## src/rtl/asg_out_fade.sv

```systemverilog
// rtl/asg_out_fade.sv - per-channel DAC output fade-in/fade-out gain ramp with slew-rate limiter
module asg_out_fade #(
    parameter int DW = 14,
    parameter int GW = 16
) (
    input  logic          dac_clk_i,
    input  logic          dac_rstn_i,
    input  logic [DW-1:0] dat_i,
    input  logic          en_i,
    input  logic [GW-1:0] fade_step_i,
    input  logic [DW-1:0] slew_i,
    output logic [DW-1:0] dac_o,
    output logic [1:0]    state_o,
    output logic          busy_o
);

    typedef enum logic [1:0] {
        ST_OFF       = 2'd0,
        ST_RAMP_UP   = 2'd1,
        ST_ON        = 2'd2,
        ST_RAMP_DOWN = 2'd3
    } state_t;

    localparam logic [GW:0]   FULL   = {1'b1, {GW{1'b0}}};
    localparam logic [GW+1:0] FULL_X = {1'b0, FULL};

    state_t        state;
    logic [GW:0]   g;
    logic [GW+1:0] g_up;
    logic          step_zero;
    logic          step_covers;

    assign g_up        = {1'b0, g} + {2'b00, fade_step_i};
    assign step_zero   = (fade_step_i == '0);
    assign step_covers = (g <= {1'b0, fade_step_i});
    assign state_o     = state;

    // Fade controller: fade_step_i is used live, so a step change mid-ramp applies immediately.
    always_ff @(posedge dac_clk_i) begin
        if (!dac_rstn_i) begin
            state <= ST_OFF;
            g     <= '0;
        end else begin
            case (state)
                ST_OFF: begin
                    g <= '0;
                    if (en_i) begin
                        if (step_zero) begin
                            g     <= FULL;
                            state <= ST_ON;
                        end else begin
                            state <= ST_RAMP_UP;
                        end
                    end
                end
                ST_RAMP_UP: begin
                    if (step_zero) begin
                        g     <= en_i ? FULL : '0;
                        state <= en_i ? ST_ON : ST_OFF;
                    end else if (en_i) begin
                        if (g_up >= FULL_X) begin
                            g     <= FULL;
                            state <= ST_ON;
                        end else begin
                            g <= g_up[GW:0];
                        end
                    end else begin
                        state <= ST_RAMP_DOWN;
                    end
                end
                ST_ON: begin
                    g <= FULL;
                    if (!en_i) begin
                        if (step_zero) begin
                            g     <= '0;
                            state <= ST_OFF;
                        end else begin
                            state <= ST_RAMP_DOWN;
                        end
                    end
                end
                default: begin
                    if (step_zero) begin
                        g     <= en_i ? FULL : '0;
                        state <= en_i ? ST_ON : ST_OFF;
                    end else if (!en_i) begin
                        if (step_covers) begin
                            g     <= '0;
                            state <= ST_OFF;
                        end else begin
                            g <= g - {1'b0, fade_step_i};
                        end
                    end else begin
                        state <= ST_RAMP_UP;
                    end
                end
            endcase
        end
    end

    logic signed [DW-1:0]    s1_dat;
    logic [GW:0]             s1_g;
    logic                    s1_ramp;
    logic signed [DW-1:0]    s2_scaled;
    logic                    s2_ramp;
    logic signed [DW+GW+1:0] dat_x;
    logic signed [DW+GW+1:0] g_x;
    logic signed [DW+GW+1:0] prod;

    assign dat_x = {{(GW+2){s1_dat[DW-1]}}, s1_dat};
    assign g_x   = {{(DW+1){1'b0}}, s1_g};
    assign prod  = dat_x * g_x;

    // Gain never exceeds FULL, so the floored product always fits back into DW bits.
    always_ff @(posedge dac_clk_i) begin
        if (!dac_rstn_i) begin
            s1_dat    <= '0;
            s1_g      <= '0;
            s1_ramp   <= 1'b0;
            s2_scaled <= '0;
            s2_ramp   <= 1'b0;
        end else begin
            s1_dat    <= dat_i;
            s1_g      <= g;
            s1_ramp   <= (state == ST_RAMP_UP) || (state == ST_RAMP_DOWN);
            s2_scaled <= DW'(prod >>> GW);
            s2_ramp   <= s1_ramp;
        end
    end

    logic signed [DW:0] diff;
    logic signed [DW:0] slew_pos;
    logic signed [DW:0] slew_neg;
    logic               slew_on;

    // One extra bit keeps the difference between opposite full-scale codes from wrapping.
    assign diff     = {s2_scaled[DW-1], s2_scaled} - {dac_o[DW-1], dac_o};
    assign slew_pos = {1'b0, slew_i};
    assign slew_neg = -slew_pos;
    assign slew_on  = (slew_i != '0);

    always_ff @(posedge dac_clk_i) begin
        if (!dac_rstn_i) begin
            dac_o  <= '0;
            busy_o <= 1'b0;
        end else if (slew_on && (diff > slew_pos)) begin
            dac_o  <= dac_o + slew_i;
            busy_o <= 1'b1;
        end else if (slew_on && (diff < slew_neg)) begin
            dac_o  <= dac_o - slew_i;
            busy_o <= 1'b1;
        end else begin
            dac_o  <= s2_scaled;
            busy_o <= s2_ramp;
        end
    end

endmodule

```

## config.mk

```make
export PLATFORM = sky130hd
export DESIGN_NAME = asg_out_fade
export DESIGN_NICKNAME = d
export VERILOG_FILES = /design/src/rtl/asg_out_fade.sv
export SDC_FILE = /design/constraint.sdc
export NUM_CORES = 1
export LEC_CHECK = 0
export ABC_CLOCK_PERIOD_IN_PS = 8000
export BUFFER_PORTS_ARGS = -buffer_cell sky130_fd_sc_hd__buf_4
export CORE_ASPECT_RATIO = 2
export CORE_MARGIN = 2
export CORE_UTILIZATION = 35
export DETAILED_ROUTE_END_ITERATION = 10
export RECOVER_POWER = 50
export SYNTH_ARGS = -nofsm -noshare
export SYNTH_HDL_FRONTEND = slang
export SYNTH_SLANG_ARGS = --single-unit
```

## constraint.sdc

```tcl
create_clock -name dac_clk_i -period 8 [get_ports dac_clk_i]
set_input_delay 0.4 -clock dac_clk_i [delete_from_list [all_inputs] [get_ports dac_clk_i]]
set_output_delay 0.4 -clock dac_clk_i [all_outputs]
set_load 0.005 [all_outputs]
```

==> summary.md <==
| Metric | Value |
|---|---|
| Status | finished, violations left |
| Violations in the final reports | max-capacitance violations, max-slew violations |
| Top Ports | 64 |
| WL final | 40800 um |
| Layout Skew | 0.00858 ns |
| Logic pwr share | 71.4% |
| Simple-gate share of the synthesized area | 19.6% |
| Worst vdd ir | 0.000150 V |
| Setup ws final | 1.22 ns |
| Post-synthesis mux area share | 0.144% |
| Most frequent cells after synthesis | inv_1, ha_1, fa_1 |
| Cell-internal power | 0.00177 W |
| Post-route ant nets | 0 |
| Req. time, crit path | 8.25 ns |
| Leak | 7.90 nW |
| Vias in the first global route | 12700 |
| Register area share after synthesis | 11.0% |
| Clock Pin Slew Worst Setup and Hold Paths | 0.07 ns |
| Hold buffers post-CTS | 0 |
| Crit-path slowest cell | dfxtp_1 |
| Fin nets | 2192 |
| Clock Tree Buf Depth | 2 |
| Die height | 294 um |
| Yosys top cell area share | 24.7% |
| Most used cell along the critical path | fa_1 |
| Ys Warns | 0 |
| Initial Utilization | 35.4% |
| TritonCTS clock tree | built |
| Total GRT Usage | 19.2% |
| Top-count cell post-synth | inv_1 |
| Final period util | 84.8% |
| Max-cap violations | 1 |
| Drt drc | 0 |
| Vias/cell | 5.20 |
| Main synth FF type | dfxtp_1 |
| Final hold vios | 0 |
| Post-synth EDFFs | 0 |
| Die W | 149 um |
| Pwr per Cell Area | 231 nW/um^2 |
| Startpoint types | flip-flop |
| Antenna diode instance count | 0 |
| Crit-path cells | nand2_1 > fa_1 > fa_1 > fa_1 > inv_1 > fa_1 > fa_1 > inv_1 > fa_1 > inv_1 > ha_1 > a2111o_1 > a211oi_1 > nor3_1 > o21ai_1 > a21boi_0 > o21ai_0 > a21oi_1 > nor3_1 |
| Synth cell types | 80 |
| Area growth syn-to-layout | 8.01% |
| Root buf cell | clkbuf_16 |
| Fin Setup TNS | 0 ns |
| Clock sinks | 81 |
| Power, Total | 0.00368 W |
| Worst Tran Pin Value | 2.09 ns |
| Overflow after GRT | 0 |
| Seq pwr share | 17.4% |
| Full die area | 43900 sq um |
| Fraction of the mapped netlist area in adder cells | 42.1% |
| Final core utilization | 38.2% |
| RePlAce Congestion | 0.899 |
| Largest net degree at the start of global routing | 52 |
| Synthesized area | 14700 sq um |
| Synth Instances | 1745 |
| Main combinational cell family by area after synthesis | adder cells |
| Largest area contributor in the netlist | fa_1 |
| Switching share of power | 51.9% |
| Initial DRC count | 463 |
| Xor-xnor portion of the synthesized cell area | 3.21% |
| Syn nets | 2179 |
| RSZ-0062 raised after global routing | false |
| Seq cells post-synth | 81 |
| Core region area | 41600 sq um |
| Crit path DAT | 7.04 ns |
| Slowest stage delay, CP | 0.69 ns |
| Cts bufs inserted | 9 |
| TritonRoute pass-1 iters | 7 |
| WL/cell | 17.7 um |
| CP max FO | 17 |
| Critical path endpoint category | flip-flop |
| Total net switching power | 0.00191 W |
| CTS resizes | 0 |
| Crit Path Category | reg2reg |
| # setup viols final | 0 |
| First-pass GRT wire length | 66000 um |
| Antenna violations before repair | 0 |
| Max-slew violations | 52 |
| Post-synth ARST share | 0% |
| Final HPWL DP | 34600 um |
| Min cycle time layout | 6.78 ns |
| Vias post-DR | 12000 |
| Share of cells above drive strength 1 | 6.47% |
| Hold WC Path Type | in2reg |
| Setup Buffers After CTS | 0 |
| Setup slack at placement | 1.23 ns |
| Synth Area in Compound Gates | 14.5% |
| FMAX | 147 MHz |
| Worst-skew pair later-pin latency | 0.36 ns |
| Clock network power share | 11.1% |
| Top post-synthesis cells by area | fa_1, ha_1, dfxtp_1 |
| Port Buffers | 63 |
| Syn avg cell area | 8.44 sq um |
| Slew headroom | -39.2% |
| Row count | 106 |
| H-tree depth | 3 |
==> worst max-delay path: cells and delay by family (launching register included) <==
family	cells	cell delay (ns)
DFF	1	0.69
buffers and inverters	3	0.14
and+or+nand+nor	3	0.57
AOI/OAI and AO/OA	6	1.95
adders and majority gates	7	3.29
==> routing by layer <==
| layer | wire length [um] | GRT usage [%] | up-vias | share of wire (%) |
|---|---|---|---|---|
| li1 | - | - | 5730 | - |
| met1 | 13800 | 18.8 | 5886 | 34 |
| met2 | 23400 | 38.1 | 252 | 57 |
| met3 | 985 | 1.49 | 105 | 2.4 |
| met4 | 2610 | 11.4 | 0 | 6.4 |
| met5 | 0 | 0 | - | 0 |
==> power groups by stage <==
stage / logic [W] / registers (W) / clock network [W]
2_1_floorplan: 0.00199 / 0.000567 / 0
3_3_place_gp: 0.00256 / 0.000649 / 0
3_5_place_dp: 0.00262 / 0.000652 / 0
4_1_cts: 0.00264 / 0.000642 / 0.000420
5_1_grt: 0.00297 / 0.000655 / 0.000433
6_report: 0.00263 / 0.000642 / 0.000410
==> stage by stage <==
step	instance area [sq um]	hold slack (ns)	std cells
floorplan	14700	0.412	1745
global placement	15600	0.420	2287
detailed placement	15600	0.419	2287
CTS	15900	0.235	2303
global route	15900	0.242	2303
finish	15900	0.244	2303
==> registers in the layout, summed over array words and instances, names as in the netlist <==
register	cells
s1_g	17
s1_dat	14
s2_scaled	14
dac_o	14
s2_ramp	1
busy_o	1
g	17
state_o	2
s1_ramp	1
==> cell type report <==
class / count / area (sq um)
Clock buffer: 9 / 225
Clock inverter: 7 / 60.1
Fill cell: 4293 / 25700
Inverter: 293 / 1100
Multi-Input combinational cell: 1304 / 11700
Sequential cell: 81 / 1620
Tap cell: 540 / 676
Timing Repair Buffer: 69 / 503
==> placed cells by master, fill, tap and decap left out, types with 29 or more instances in the layout <==
master and instances:
a21oi_1 85, inv_1 291, dfxtp_1 81, buf_4 51, nor2b_1 29, nand2_1 132, xnor2_1 39, nor3_1 31
ha_1 205, and2_1 144, nor2_1 85, o21ai_0 57, fa_1 182
==> final timing paths <==
kind / endpoint / slack, ns / startpoint / cells past startpoint
worst max-delay path: s2_scaled[13] / 1.22 / s1_dat[5] / 19
worst min-delay path: s1_dat[2] / 0.24 / dat_i[2] / 2
worst max register to register: s2_scaled[13] / 1.22 / s1_dat[5] / 19
worst min register to register: s2_ramp / 0.44 / s1_ramp / 1
==> cells by family after synthesis <==
group | Yosys count
and+or+nand+nor | 548
buffers and inverters | 360
muxes | 2
DFF | 81
AOI/OAI and AO/OA | 313
xor gates and xnor gates | 54
adders and majority gates | 387
No activity file was read; power rests on OpenSTA's default activity.
